`config.mk`:
```
export PLATFORM = sky130hd
export DESIGN_NAME = bcd_scan_display_flat
export DESIGN_NICKNAME = d
export VERILOG_FILES = /design/src/rtl/bcd_scan_display_pkg.sv /design/src/rtl/bcd_scan_display_if.sv /design/src/rtl/bcd_shift_add3.sv /design/src/rtl/bcd_scan_display.sv /design/src/flat_wrapper.sv
export SDC_FILE = /design/constraint.sdc
export NUM_CORES = 1
export LEC_CHECK = 0
export ABC_CLOCK_PERIOD_IN_PS = 3550
export CELL_PAD_IN_SITES_DETAIL_PLACEMENT = 1
export CELL_PAD_IN_SITES_GLOBAL_PLACEMENT = 2
export CORE_UTILIZATION = 36
export DETAILED_ROUTE_END_ITERATION = 16
export PLACE_DENSITY_LB_ADDON = 0.1
export SLEW_MARGIN = 20
export SYNTH_ARGS = -nofsm -noshare
export SYNTH_HDL_FRONTEND = slang
export SYNTH_SLANG_ARGS = --single-unit
```
`constraint.sdc`:
```
create_clock -name clock -period 3.55 [get_ports clock]
set_clock_uncertainty 0.2 [all_clocks]
set_input_delay 1.065 -clock clock [delete_from_list [all_inputs] [get_ports clock]]
set_output_delay 1.065 -clock clock [all_outputs]
set_load 0.02 [all_outputs]
```
`src/rtl/bcd_scan_display_pkg.sv`:
```
// rtl/bcd_scan_display_pkg.sv - shared types, segment table and BCD constants for the scan display
package bcd_scan_display_pkg;

  typedef enum logic [1:0] {
    IDLE,
    SHIFT,
    COMMIT
  } state_t;

  localparam logic [3:0] BCD_THRESHOLD = 4'd5;
  localparam logic [3:0] BCD_ADD       = 4'd3;

  // Active-high segments, bit6 = a ... bit0 = g; hex letters use b/d lower-case shapes.
  localparam logic [6:0] SEG_LUT [16] = '{
    7'b1111110, 7'b0110000, 7'b1101101, 7'b1111001,
    7'b0110011, 7'b1011011, 7'b1011111, 7'b1110000,
    7'b1111111, 7'b1111011, 7'b1110111, 7'b0011111,
    7'b1001110, 7'b0111101, 7'b1001111, 7'b1000111
  };

  function automatic logic [6:0] seg_decode(input logic [3:0] nibble);
    return SEG_LUT[nibble];
  endfunction

  function automatic int dec_digits_needed(input int bin_width);
    longint unsigned v;
    int n;
    v = (64'd1 << bin_width) - 64'd1;
    n = 0;
    do begin
      n++;
      v = v / 64'd10;
    end while (v != 64'd0);
    return n;
  endfunction

endpackage

```
`src/rtl/bcd_scan_display_if.sv`:
```
// rtl/bcd_scan_display_if.sv - load/display signal bundle between pad logic and the scan display
interface bcd_scan_display_if #(
  parameter int BIN_WIDTH = 8,
  parameter int DIGITS    = 3
);
  localparam int PLACE_W = (DIGITS > 1) ? $clog2(DIGITS) : 1;

  logic [BIN_WIDTH-1:0] binary;
  logic                 load;
  logic                 hex_mode;
  logic                 busy;
  logic [3:0]           digit;
  logic [PLACE_W-1:0]   digit_place;
  logic                 frame_start;
  logic                 blank;
  logic [6:0]           abcdefg;

  modport master (
    output binary, load, hex_mode,
    input  busy, digit, digit_place, frame_start, blank, abcdefg
  );

  modport slave (
    input  binary, load, hex_mode,
    output busy, digit, digit_place, frame_start, blank, abcdefg
  );
endinterface

```
`src/rtl/bcd_shift_add3.sv`:
```
// rtl/bcd_shift_add3.sv - one combinational correct-then-shift step of the double-dabble converter
module bcd_shift_add3
  import bcd_scan_display_pkg::*;
#(
  parameter int DIGITS = 3
) (
  input  logic [4*DIGITS-1:0] acc_in,
  input  logic                bit_in,
  input  logic                hex,
  output logic [4*DIGITS-1:0] acc_out
);

  logic [4*DIGITS-1:0] corrected;
  logic [3:0]          nib;

  always_comb begin
    corrected = acc_in;
    nib       = '0;
    for (int i = 0; i < DIGITS; i++) begin
      nib = acc_in[i*4 +: 4];
      // Hex mode bypasses correction so the accumulator ends up holding raw nibbles.
      if (!hex && nib >= BCD_THRESHOLD) begin
        corrected[i*4 +: 4] = nib + BCD_ADD;
      end
    end
    acc_out = (corrected << 1) | {{(4*DIGITS-1){1'b0}}, bit_in};
  end

endmodule

```
`src/rtl/bcd_scan_display.sv`:
```
// rtl/bcd_scan_display.sv - serial binary-to-BCD/hex converter with double-buffered scanned 7-seg output
// Optional feature macro: LEADING_ZERO_BLANK_EN
module bcd_scan_display
  import bcd_scan_display_pkg::*;
#(
  parameter int BIN_WIDTH = 8,
  parameter int DIGITS    = 3,
  parameter int SCAN_DIV  = 1024
) (
  input logic               clock,
  input logic               reset,
  bcd_scan_display_if.slave bus
);

  localparam int PLACE_W = (DIGITS > 1) ? $clog2(DIGITS) : 1;
  localparam int CNT_W   = (BIN_WIDTH > 1) ? $clog2(BIN_WIDTH) : 1;
  localparam int PRE_W   = (SCAN_DIV > 1) ? $clog2(SCAN_DIV) : 1;
  localparam int ACC_W   = 4 * DIGITS;

  if (DIGITS < dec_digits_needed(BIN_WIDTH) || 4 * DIGITS < BIN_WIDTH) begin : g_bad_digits
    $error("bcd_scan_display: DIGITS too small for BIN_WIDTH");
  end
  if (SCAN_DIV < 1) begin : g_bad_scan_div
    $error("bcd_scan_display: SCAN_DIV must be at least 1");
  end

  state_t               state, state_nx;
  logic [BIN_WIDTH-1:0] shift_reg;
  logic [ACC_W-1:0]     acc, acc_step;
  logic [ACC_W-1:0]     display;
  logic                 hex_q;
  logic [CNT_W-1:0]     bit_cnt;
  logic [PRE_W-1:0]     prescale;
  logic [PLACE_W-1:0]   place;
  logic [3:0]           cur_digit;
  logic                 cur_blank;

  always_ff @(posedge clock or posedge reset) begin
    if (reset) begin
      state <= IDLE;
    end else begin
      state <= state_nx;
    end
  end

  always_comb begin
    state_nx = state;
    case (state)
      IDLE:    if (bus.load) state_nx = SHIFT;
      SHIFT:   if (bit_cnt == CNT_W'(BIN_WIDTH - 1)) state_nx = COMMIT;
      COMMIT:  state_nx = IDLE;
      default: state_nx = IDLE;
    endcase
  end

  bcd_shift_add3 #(.DIGITS(DIGITS)) u_step (
    .acc_in  (acc),
    .bit_in  (shift_reg[BIN_WIDTH-1]),
    .hex     (hex_q),
    .acc_out (acc_step)
  );

  always_ff @(posedge clock or posedge reset) begin
    if (reset) begin
      shift_reg <= '0;
      acc       <= '0;
      display   <= '0;
      hex_q     <= 1'b0;
      bit_cnt   <= '0;
    end else begin
      case (state)
        IDLE: begin
          if (bus.load) begin
            shift_reg <= bus.binary;
            hex_q     <= bus.hex_mode;
            acc       <= '0;
            bit_cnt   <= '0;
          end
        end
        SHIFT: begin
          acc       <= acc_step;
          shift_reg <= shift_reg << 1;
          bit_cnt   <= bit_cnt + 1'b1;
        end
        COMMIT: display <= acc;
        default: ;
      endcase
    end
  end

  // Scan timing is free-running and deliberately unaware of conversions.
  always_ff @(posedge clock or posedge reset) begin
    if (reset) begin
      prescale <= '0;
      place    <= '0;
    end else if (prescale == PRE_W'(SCAN_DIV - 1)) begin
      prescale <= '0;
      place    <= (place == PLACE_W'(DIGITS - 1)) ? '0 : place + 1'b1;
    end else begin
      prescale <= prescale + 1'b1;
    end
  end

  always_comb begin
    cur_digit = display[3:0];
    for (int i = 0; i < DIGITS; i++) begin
      if (place == PLACE_W'(i)) cur_digit = display[i*4 +: 4];
    end
  end

`ifdef LEADING_ZERO_BLANK_EN
  logic zero_above;

  // Walk from the top digit down so zero_above means "this and all higher digits are 0".
  always_comb begin
    zero_above = 1'b1;
    cur_blank  = 1'b0;
    for (int i = DIGITS - 1; i >= 0; i--) begin
      zero_above = zero_above & (display[i*4 +: 4] == 4'd0);
      if (i != 0 && place == PLACE_W'(i) && zero_above) cur_blank = 1'b1;
    end
  end
`else
  assign cur_blank = 1'b0;
`endif

  assign bus.busy        = (state != IDLE);
  assign bus.digit       = cur_digit;
  assign bus.digit_place = place;
  assign bus.frame_start = (place == '0);
  assign bus.blank       = cur_blank;
  assign bus.abcdefg     = cur_blank ? 7'b0 : seg_decode(cur_digit);

endmodule
```
`src/flat_wrapper.sv`:
```
// flat-port wrapper written by rule: the top's interface ports become plain ports
module bcd_scan_display_flat import bcd_scan_display_pkg::*;
#(
  parameter int BIN_WIDTH = 8,
  parameter int DIGITS    = 3,
  parameter int SCAN_DIV  = 1024
)
  (clock, reset, bus_binary, bus_load, bus_hex_mode, bus_busy, bus_digit, bus_digit_place, bus_frame_start, bus_blank, bus_abcdefg);
  bcd_scan_display_if #(.BIN_WIDTH(BIN_WIDTH), .DIGITS(DIGITS)) bus_i ();
  input logic clock;
  input logic reset;
  input wire logic [$bits(bus_i.binary)-1:0] bus_binary;
  input wire logic [$bits(bus_i.load)-1:0] bus_load;
  input wire logic [$bits(bus_i.hex_mode)-1:0] bus_hex_mode;
  output wire logic [$bits(bus_i.busy)-1:0] bus_busy;
  output wire logic [$bits(bus_i.digit)-1:0] bus_digit;
  output wire logic [$bits(bus_i.digit_place)-1:0] bus_digit_place;
  output wire logic [$bits(bus_i.frame_start)-1:0] bus_frame_start;
  output wire logic [$bits(bus_i.blank)-1:0] bus_blank;
  output wire logic [$bits(bus_i.abcdefg)-1:0] bus_abcdefg;
  assign bus_i.binary = bus_binary;
  assign bus_i.load = bus_load;
  assign bus_i.hex_mode = bus_hex_mode;
  assign bus_busy = bus_i.busy;
  assign bus_digit = bus_i.digit;
  assign bus_digit_place = bus_i.digit_place;
  assign bus_frame_start = bus_i.frame_start;
  assign bus_blank = bus_i.blank;
  assign bus_abcdefg = bus_i.abcdefg;
  bcd_scan_display #(.BIN_WIDTH(BIN_WIDTH), .DIGITS(DIGITS), .SCAN_DIV(SCAN_DIV)) u_core (.clock(clock), .reset(reset), .bus(bus_i));
endmodule
```
==> impl_metrics.csv <==
group,metric,value,unit
critical_path,worstPathMaxFanout,7,
power_and_ir_drop,p_seq_share,38.3,%
global_route,grt_max_degree,26,
yosys,ys_seq_area_share,46.79,%
final_layout,drive_above_1_share,19.75,%
critical_path,worstPathRequired,2.28,ns
floorplan,initial_utilization,37.06,%
yosys,syn_area,2674,um^2
clock_network,htree_num_levels,2,
clock_network,cts_tree,"built",
final_layout,top_regs,"u_core.acc (12), u_core.display (12), u_core.prescale (10)",
clock_network,clk_pin_slew,0.10,ns
critical_path,worstPathArrival,2.17,ns
timing,slew_viol_final,0,
final_layout,n_antenna_cell,0,
yosys,avgSynthCellArea,9.723,um^2
critical_path,crit_type,"flip-flop to output pin",
yosys,ys_ff_latch,50,
yosys,yosysMostFrequentCell,"dfrtp_1",
final_layout,area_delta_synth_final,23.49,%
power_and_ir_drop,power.switching,937.0,uW
critical_path,startpoint_type,"flip-flop",
timing,grt_setup_unrepaired,"no",
floorplan,dieArea,7776,um^2
global_route,grt_pass1_vias,1911,
yosys,yosysTopAreaCell,"dfrtp_1",
timing,slew_headroom,59.75,%
run_status,outcome,"finished, final reports clean",
power_and_ir_drop,leakage,1.424,nW
run,max_cap_viol_count,0,
floorplan,rows,31,
floorplan,pin_count,28,
power_and_ir_drop,power.density,702.2,nW/um^2
placed_design,post-dp-hpwl,4.311,mm
placed_design,numPortBuffers,26,
clock_network,cts_buffer_depth,2,
floorplan,dieWidth,88.18,um
timing,fmax,0.2910,GHz
drt,vias,2044,
critical_path,critPathCaptureType,"output pin",
yosys,synthFlopType,"dfrtp_1",
timing,hold_viol_final,0,
global_route,grt_pass1_wl,9.660,mm
global_route,grt_usage,16.40,%
drt,dr.first_iter.drc_count,53,
timing,fin_hold_ws,0.2861,ns
clock_network,clk_latency,0.31,ns
critical_path,r2r_slack,1.69,ns
power_and_ir_drop,p_int,1.382,mW
timing,tightestPinTransition,0.6038,ns
drt,wl_per_cell,13.85,um
power_and_ir_drop,comb_power_share,46.9,%
drt,via_per_inst,4.890,
drt,first_pass_iters,4,
yosys,synth_edf_count,0,
final_layout,multi_input_area,1358,um^2
final_layout,nets,346,
global_route,overflow,0,
yosys,synth_common_cells,"dfrtp_1 (50), o21ai_0 (38), nand2_1 (31)",
yosys,synth_cells,275,
floorplan,fp.dieH,88.18,um
clock_network,cts_buffers,5,
power_and_ir_drop,peakVddDrop,0.3070,mV
floorplan,coreArea,7214,um^2
drt,drc,0,
timing,fin_crit,3.436,ns
yosys,synth_warnings,0,
yosys,synth_cell_types,42,
timing,setup_viol,0,
global_route,antenna_found_initial,0,
yosys,yosys.area.top_type_share,46.79,%
placed_design,gp_congestion,0.7318,
clock_network,clock-sinks,50,
yosys,yosys-top-cells-area,"dfrtp_1 (47%), ha_1 (7.5%), o21ai_0 (7.1%)",
final_layout,seq_area,1254,um^2
power_and_ir_drop,p_total,2.319,mW
clock_network,root_buffer,"clkbuf_8",
power_and_ir_drop,switching_share,40.41,%
power_and_ir_drop,pwr-share-clk,14.8,%
hold_path,hold_class,"flip-flop to flip-flop",
yosys,synth_nets,303,
timing,period_share,96.80,%
final_layout,fillers,846,
clock_network,ctsHoldBuffers,0,
drt,drtAntennaViolNets,0,
drt,wl,5.790,mm
yosys,async_reset_ff_share,100.0,%
==> what timing repair did <==
action,4_1_cts,5_1_grt
setup endpoints to repair,7,8
buffers inserted,2,4
resized for setup,28,20
pin swaps,1,1
==> cells in the final DEF (no fill, tap or decap), types with 8 or more instances in the layout <==
cell type and instances:
buf_4 21, clkdlybuf4s50_1 19, ha_1 14, nor2_1 14, dfrtp_1 48, nand2_1 30, o21ai_0 36, xnor2_1 8
inv_1 8, a21oi_1 14
==> logic make-up (layout without fill, tap and decap cells) <==
group / Yosys count / count (layout) / synth area share [%]
buf+inv: 26 / 70 / 4.445
xor+xnor: 13 / 13 / 4.258
fa+ha+maj: 16 / 16 / 7.487
flops: 50 / 50 / 46.79
mux: 12 / 12 / 4.820
other cells: 1 / 1 / 0.1402
compound gates: 72 / 72 / 15.91
simple gates: 85 / 85 / 16.14
==> power by group through the flow <==
stage / clock network, mW / registers [mW] / logic (mW)
2_1_floorplan: 0 / 0.841 / 0.748
3_3_place_gp: 0 / 0.896 / 1.10
3_5_place_dp: 0 / 0.900 / 1.11
4_1_cts: 0.363 / 0.891 / 1.12
5_1_grt: 0.379 / 0.913 / 1.23
6_report: 0.343 / 0.889 / 1.09
==> path summary, 6_finish.rpt <==
check                                          start                         to  cells after the start
setup / recovery           u_core.bus.digit_place[1]             bus_abcdefg[6]                      9
hold / removal                         u_core.acc[9]              u_core.acc[9]                      2
setup reg to reg                  u_core.prescale[0]  u_core.bus.digit_place[0]                      6
hold reg to reg                        u_core.acc[9]              u_core.acc[9]                      2
max in group asynchronous                      reset          u_core.display[9]                      3
min in group asynchronous                      reset          u_core.display[5]                      2
==> routing by layer <==
layer	vias to the layer above	global-route usage, %	part of all wire (%)
li1	1036	-	-
met1	978	22.93	49
met2	22	25.45	47
met3	8	3.110	2.5
met4	0	5.718	1.5
met5	-	0	0
==> area by class of cell <==
cell class	instances	share of cell area, %
multi-input combinational	199	41.11
sequential	50	37.97
timing repair buffer	48	12.58
tap	99	3.751
clock buffer	5	2.084
inverter	14	1.743
clock inverter	3	0.7579
==> worst max-delay path, cell delays in order, from the launching register on <==
cell and delay [ns]:
dfrtp_2 0.48, buf_6 0.16, or3b_4 0.38, o211ai_4 0.10, buf_6 0.15, inv_6 0.04
nand2_1 0.11, o22ai_1 0.10, a31o_1 0.18, buf_2 0.15
==> per-stage QoR <==
stage	instances	utilization, %	setup slack, ns	TNS [ns]	cell area [um^2]
after floorplan	275	-	0.1203	0	2678
after global placement	404	43.43	0.003743	0	3133
after detailed placement	404	43.43	-0.01458	-0.02046	3133
after CTS	414	45.42	-0.005669	-0.005669	3277
after global routing	418	45.77	0.002732	0	3302
final	418	45.77	0.1137	0	3302
Power figures use the tool's default switching activity.
